### src/rtl/pc_fetch_unit.sv
// RV32 program-counter / instruction-fetch stage: one instruction in flight,
// fetch over a req/ready handshake, next-PC selection and misaligned-target trap.
module pc_fetch_unit #(
    parameter logic [31:0] RESET_VECTOR = 32'h0000_0000,
    parameter logic [31:0] TRAP_VECTOR  = 32'h0000_0100
) (
    input  logic        clk,
    input  logic        rst,
    input  logic        retire,
    input  logic        stall,
    input  logic        branch,
    input  logic        branch_taken,
    input  logic        jal,
    input  logic        jalr,
    input  logic [31:0] imm,
    input  logic [31:0] rs1_val,
    input  logic        trap_ack,
    output logic        imem_req,
    output logic [31:0] imem_addr,
    input  logic        imem_ready,
    input  logic [31:0] imem_rdata,
    output logic [31:0] instr,
    output logic        instr_valid,
    output logic [31:0] pc,
    output logic [31:0] pc_plus4,
    output logic        misalign_trap,
    output logic [31:0] trap_pc,
    output logic [31:0] trap_target
);

    typedef enum logic [1:0] {
        FETCH = 2'd0,
        EXEC  = 2'd1,
        TRAP  = 2'd2
    } state_t;

    localparam logic [31:0] NOP = 32'h0000_0013;

    state_t      state_q, state_d;
    logic [31:0] pc_q, pc_d;
    logic [31:0] instr_q, instr_d;
    logic [31:0] trap_pc_q, trap_pc_d;
    logic [31:0] trap_target_q, trap_target_d;
    logic [31:0] next_pc;
    logic [31:0] jalr_sum;

    always_ff @(posedge clk or posedge rst) begin
        if (rst) begin
            state_q       <= FETCH;
            pc_q          <= RESET_VECTOR;
            instr_q       <= NOP;
            trap_pc_q     <= 32'h0;
            trap_target_q <= 32'h0;
        end else begin
            state_q       <= state_d;
            pc_q          <= pc_d;
            instr_q       <= instr_d;
            trap_pc_q     <= trap_pc_d;
            trap_target_q <= trap_target_d;
        end
    end

    // JALR outranks JAL, which outranks a taken branch; bit 0 of a JALR target is dropped.
    always_comb begin
        jalr_sum = rs1_val + imm;
        if (jalr) begin
            next_pc = jalr_sum & ~32'h1;
        end else if (jal || (branch && branch_taken)) begin
            next_pc = pc_q + imm;
        end else begin
            next_pc = pc_q + 32'd4;
        end
    end

    always_comb begin
        state_d       = state_q;
        pc_d          = pc_q;
        instr_d       = instr_q;
        trap_pc_d     = trap_pc_q;
        trap_target_d = trap_target_q;
        case (state_q)
            FETCH: begin
                if (imem_ready) begin
                    instr_d = imem_rdata;
                    state_d = EXEC;
                end
            end
            EXEC: begin
                if (retire && !stall) begin
                    if (next_pc[1:0] != 2'b00) begin
                        trap_pc_d     = pc_q;
                        trap_target_d = next_pc;
                        state_d       = TRAP;
                    end else begin
                        pc_d    = next_pc;
                        state_d = FETCH;
                    end
                end
            end
            TRAP: begin
                if (trap_ack) begin
                    pc_d    = TRAP_VECTOR;
                    state_d = FETCH;
                end
            end
            default: state_d = FETCH;
        endcase
    end

    // The request is masked during reset so an abandoned fetch drops at once.
    always_comb begin
        imem_req      = 1'b0;
        instr_valid   = 1'b0;
        misalign_trap = 1'b0;
        case (state_q)
            FETCH:   imem_req      = !rst;
            EXEC:    instr_valid   = 1'b1;
            TRAP:    misalign_trap = 1'b1;
            default: ;
        endcase
    end

    assign imem_addr   = pc_q;
    assign pc          = pc_q;
    assign pc_plus4    = pc_q + 32'd4;
    assign instr       = instr_q;
    assign trap_pc     = trap_pc_q;
    assign trap_target = trap_target_q;

endmodule

### config.mk
export PLATFORM = sky130hd
export DESIGN_NAME = pc_fetch_unit
export DESIGN_NICKNAME = d
export VERILOG_FILES = /design/src/rtl/pc_fetch_unit.sv
export SDC_FILE = /design/constraint.sdc
export NUM_CORES = 1
export LEC_CHECK = 0
export ABC_AREA = 1
export CORE_MARGIN = 2
export CORE_UTILIZATION = 50
export DETAILED_ROUTE_END_ITERATION = 16
export PLACE_DENSITY = 0.83
export SETUP_SLACK_MARGIN = 0.4
export SLEW_MARGIN = 20
export SYNTH_ARGS = -nofsm -noshare
export SYNTH_HDL_FRONTEND = slang
export SYNTH_SLANG_ARGS = --single-unit
### constraint.sdc
create_clock -name clk -period 4.8 [get_ports clk]
set_input_delay 0.96 -clock clk [delete_from_list [all_inputs] [get_ports clk]]
set_output_delay 0.96 -clock clk [all_outputs]
set_load 0.1 [all_outputs]
=== Word-level counts from Yosys, hierarchy flattened ===
Cells that the tools add are included.

* Add/subtract/negate cells: 3
* Multiply operators: 0
* Divide/modulo/power cells: 0
* Magnitude comparators: 0
* Eq/ne operators: 6
* Shift-type cells: 0
* Mux-type cells: 14
* Bitwise gates (word level): 0
* Reductions and logical operators: 12

{| class="wikitable"
|+ Operators with widths
! kind !! number
|-
| 2-to-1 mux 32 bit || 5
|-
| adder 32 bit || 2
|-
| case mux 32 bit (2 select lines) || 1
|-
| adder 32 x 3 -> 32 bit, second input constant || 1
|-
| 2-to-1 mux 2 bit || 4
|-
| inequality test 2 bit, second input constant || 4
|-
| case mux 2 bit (3 select lines) || 1
|-
| AND reduction 3 bit || 2
|-
| AND reduction 4 bit || 1
|-
| nonzero test 2 bit || 2
|-
| 2-to-1 mux 1 bit || 3
|-
| == test 2 x 1 -> 1 bit, second input constant || 1
|-
| == test 2 bit, second input constant || 1
|-
| logical AND 1 bit || 2
|-
| logical NOT 1 bit || 2
|-
| logical NOT 2 bit || 1
|-
| AND reduction 2 bit || 1
|-
| logical OR 1 bit || 1
|}

* Register bits: 130
* Bits in latches: 0
* RAM bits: 0
* Bits in read-only memories: 0
* Bits of input ports: 106
* Output and inout bits: 195
* Logic and storage cells: 40
* Memories kept: 0

=== Logic depth before layout (Yosys ltp) ===
* Depth in word-level cells: 8
* Depth in mapped cells: 15
* Mapped depth without buffers: 15

=== Worst setup path before layout ===
Ideal clock, no wire load.

* Path type: flip-flop to output port
* Start: register pc_q[2], in the netlist imem_addr[2]
* End: output port pc_plus4[27]
* Arrival time: 3.577 ns
* Required time: 3.840 ns
* Setup slack: 0.263 ns
* Stages on the path, launching flop included: 5
* Buffers on the path: 0
* Cells stage by stage: dfrtp_1 -> inv_1 -> nor2_2 -> nand2_1 -> xor2_1

* Cells in the longest elaborated chain, start to end: 1

{| class="wikitable"
|+ Ends and longest elaborated chain
! element !! line !! RTL
|-
| start, declared || 40 || <nowiki>logic [31:0] pc_q, pc_d;</nowiki>
|-
| start signal, assigned || 56 || <nowiki>pc_q <= pc_d;</nowiki>
|-
| adder 32 x 3 -> 32 bit || 125 || <nowiki>assign pc_plus4 = pc_q + 32'd4;</nowiki>
|-
| end, declared || 25 || <nowiki>output logic [31:0] pc_plus4,</nowiki>
|}

Every way passes these cells.

=== Worst setup path in the final report ===
* Start: register pc_q[2], in the netlist imem_addr[2]
* End: output port pc_plus4[7]

The elaborated chain is that of the path after synthesis.

==> run_results.csv <==
group,metric,value,unit
floorplanning,coreArea,21100,um2
drt,num_vias,11835,
logic_synthesis,syn_area,10800,um2
drt,met1Wirelength,16000,um
clocking,cts-resized-gates,0,
floorplanning,dieArea,22700,um2
finish,fillers,1782,
global_route,grt_start_max_net_pins,79,
global_route,antenna_found_initial,0,
timing,drv_slew,0,
floorplanning,dieHeight,151,um
logic_synthesis,synth_edf_count,0,
worst_setup_path,endpoint_kind,"primary output",
drt,viasPerCell,5.54,
timing,setup_viol,0,
timing,max_freq,244,MHz
timing,hold_viol_final,0,
timing,period_needed,4.09,ns
logic_synthesis,ys_ff_latch,130,
drt,drt-total-wl,40100,um
timing,relSlewSlack,0.306,
timing,setup_tns,0,ns
placement,portBuffers,300,
floorplanning,initial_utilization,0.510,
outcome,status,"complete, no violations",
worst_setup_path,path_max_fanout,7,
drt,drc_errors,0,
drt,detail_route.wl_per_cell,18.8,um
logic_synthesis,synthTopCellsByCount,"nand2_1 (551), inv_1 (172), nand3_1 (141)",
logic_synthesis,synth.most_common_cell,"nand2_1",
worst_setup_path,path_delay_family,"buffers and inverters",
worst_setup_path,cp.arrival,3.13,ns
finish,drive_gt1_frac,0.0779,
finish,syn_to_final_growth,32.3,%
clocking,clk_pin_slew,0.07,ns
timing,rsz0062_at_grt,"false",
min_path,hold_class,"flip-flop to flip-flop",
min_path,min_path_cells,2,
clocking,htree_levels,4,
drt,firstDrtPassIters,6,
clocking,cts_tree,"built",
clocking,numCtsBuffers,17,
floorplanning,fp.dieW,151,um
drt,ant_nets,0,
clocking,cts_root_buf,"clkbuf_16",
logic_synthesis,syn_nets,1758,
clocking,cts_sinks,130,
clocking,cts_buffer_depth,2,
logic_synthesis,yosysTopAreaCell,"dfrtp_1",
global_route,grt_pass1_wl,61400,um
drt,dr_wl_met2,18300,um
drt,drt-initial-drc-count,1348,
worst_setup_path,path_depth,5,
logic_synthesis,yosys_warnings,0,
run,cap_violations,0,
logic_synthesis,yosysSeqAreaShare,0.303,
logic_synthesis,synth_top_area_share,0.296,
drt,wl_met3,3670,um
floorplanning,pin_count,301,
global_route,grt_usage,0.351,
logic_synthesis,async_flop_share,1.00,
worst_setup_path,cpPeakStageDelay,1.19,ns
worst_setup_path,cp-start-kind,"flip-flop",
placement,routabilityCongestion,0.992,
finish,multi_input_area,6340,um2
clocking,cts_setup_buffers,0,
finish,nets,2018,
worst_setup_path,crit_slowest_cell,"clkdlybuf4s50_1",
logic_synthesis,syn_avg_cell_area,6.77,um2
global_route,gr-total-overflow,0,
clocking,postCtsHoldBufs,0,
logic_synthesis,synth_flop_cell,"dfrtp_1",
drt,highest_layer,"met4",
worst_setup_path,path_cells,"nand3_2 > nor2_1 > nand2_1 > xor2_1 > clkdlybuf4s50_1",
logic_synthesis,yosys-top-cells-area,"dfrtp_1 (30%), nand2_1 (19%), ha_1 (7.2%)",
logic_synthesis,syn_inst,1588,
logic_synthesis,ys_types,52,
timing,final.setup_skew,0.0135,ns
global_route,grt_pass1_vias,11338,
finish,antenna_cells,0,
timing,period_share,0.853,
worst_setup_path,required,3.84,ns
worst_setup_path,critical_path_class,"flip-flop to primary output",
placement,dp.final_hpwl,31700,um
floorplanning,num_rows,53,
worst_setup_path,crit_buf_inv,1,
worst_setup_path,ff2ff_path_depth,10,
timing,tightestPinTransition,1.04,ns
clocking,insertion_delay,0.41,ns
finish,seqCellArea,3260,um2
==> routing by layer <==
layer,vias up,track usage
met5,-,0
met4,0,0.169
met3,126,0.0552
met2,686,0.569
met1,5396,0.459
li1,5627,-
==> metrics by stage <==
step	cells	setup slack [ns]	hold slack [ns]	area [um2]	util
after global routing	2136	0.611	0.500	14200	0.674
after detailed placement	2104	1.15	0.463	13700	0.648
final	2136	0.705	0.476	14200	0.674
after floorplan	1588	0.469	0.496	10800	-
after global placement	2103	1.23	0.455	13600	0.647
after CTS	2136	0.809	0.477	14200	0.674
==> final timing paths <==
check | from | to | slack (ns)
max reg2reg | imem_addr[0] | imem_addr[22] | 1.87
max in group asynchronous | rst | imem_addr[27] | 2.76
max | imem_addr[2] | pc_plus4[7] | 0.71
min in group asynchronous | rst | instr[31] | 1.01
min | trap_pc[15] | trap_pc[15] | 0.48
min reg2reg | trap_pc[15] | trap_pc[15] | 0.48
==> logic make-up after synthesis <==
kind of cell	Yosys count	share of synthesized area
fa+ha+maj	64	0.0759
buf+inv	249	0.110
compound gates	194	0.0990
flops	130	0.303
mux	32	0.0335
xor+xnor	37	0.0308
simple gates	882	0.348
==> cell usage in the layout (no fill, tap or decap), drive strengths merged, types with 20 or more instances in the layout <==
cell	Yosys	layout
buf	63	37
nand3	144	144
mux2	32	32
nor2	120	120
ha	62	62
nand2	557	557
inv	178	179
clkbuf	8	20
clkdlybuf4s50	0	275
xor2	26	26
a21oi	81	81
o21ai	83	83
nand4	20	20
dfrtp	127	127
nor3	23	23
==> cell type report <==
class / count / area share
multi-input cells: 1209 / 0.446
flip-flops and latches: 130 / 0.229
repair buffers: 312 / 0.215
inverters: 178 / 0.0472
clock buffers: 20 / 0.0314
well taps: 275 / 0.0242
clock inverters: 12 / 0.00774
==> tightest hold or removal path: cells and delay by family, from the launching register on <==
family | cells | cell delay, ns
flip-flops | 1 | 0.34
AND/OR/NAND/NOR | 2 | 0.10
==> state kept, by name (all words and copies together), names as in the netlist <==
name,flops
state_q,2
imem_addr,32
trap_pc,32
trap_target,32
instr,32
Power is left out: the tool's default activity adds up to more than one toggle a clock period on the data nets, which glitch-free logic cannot reach.
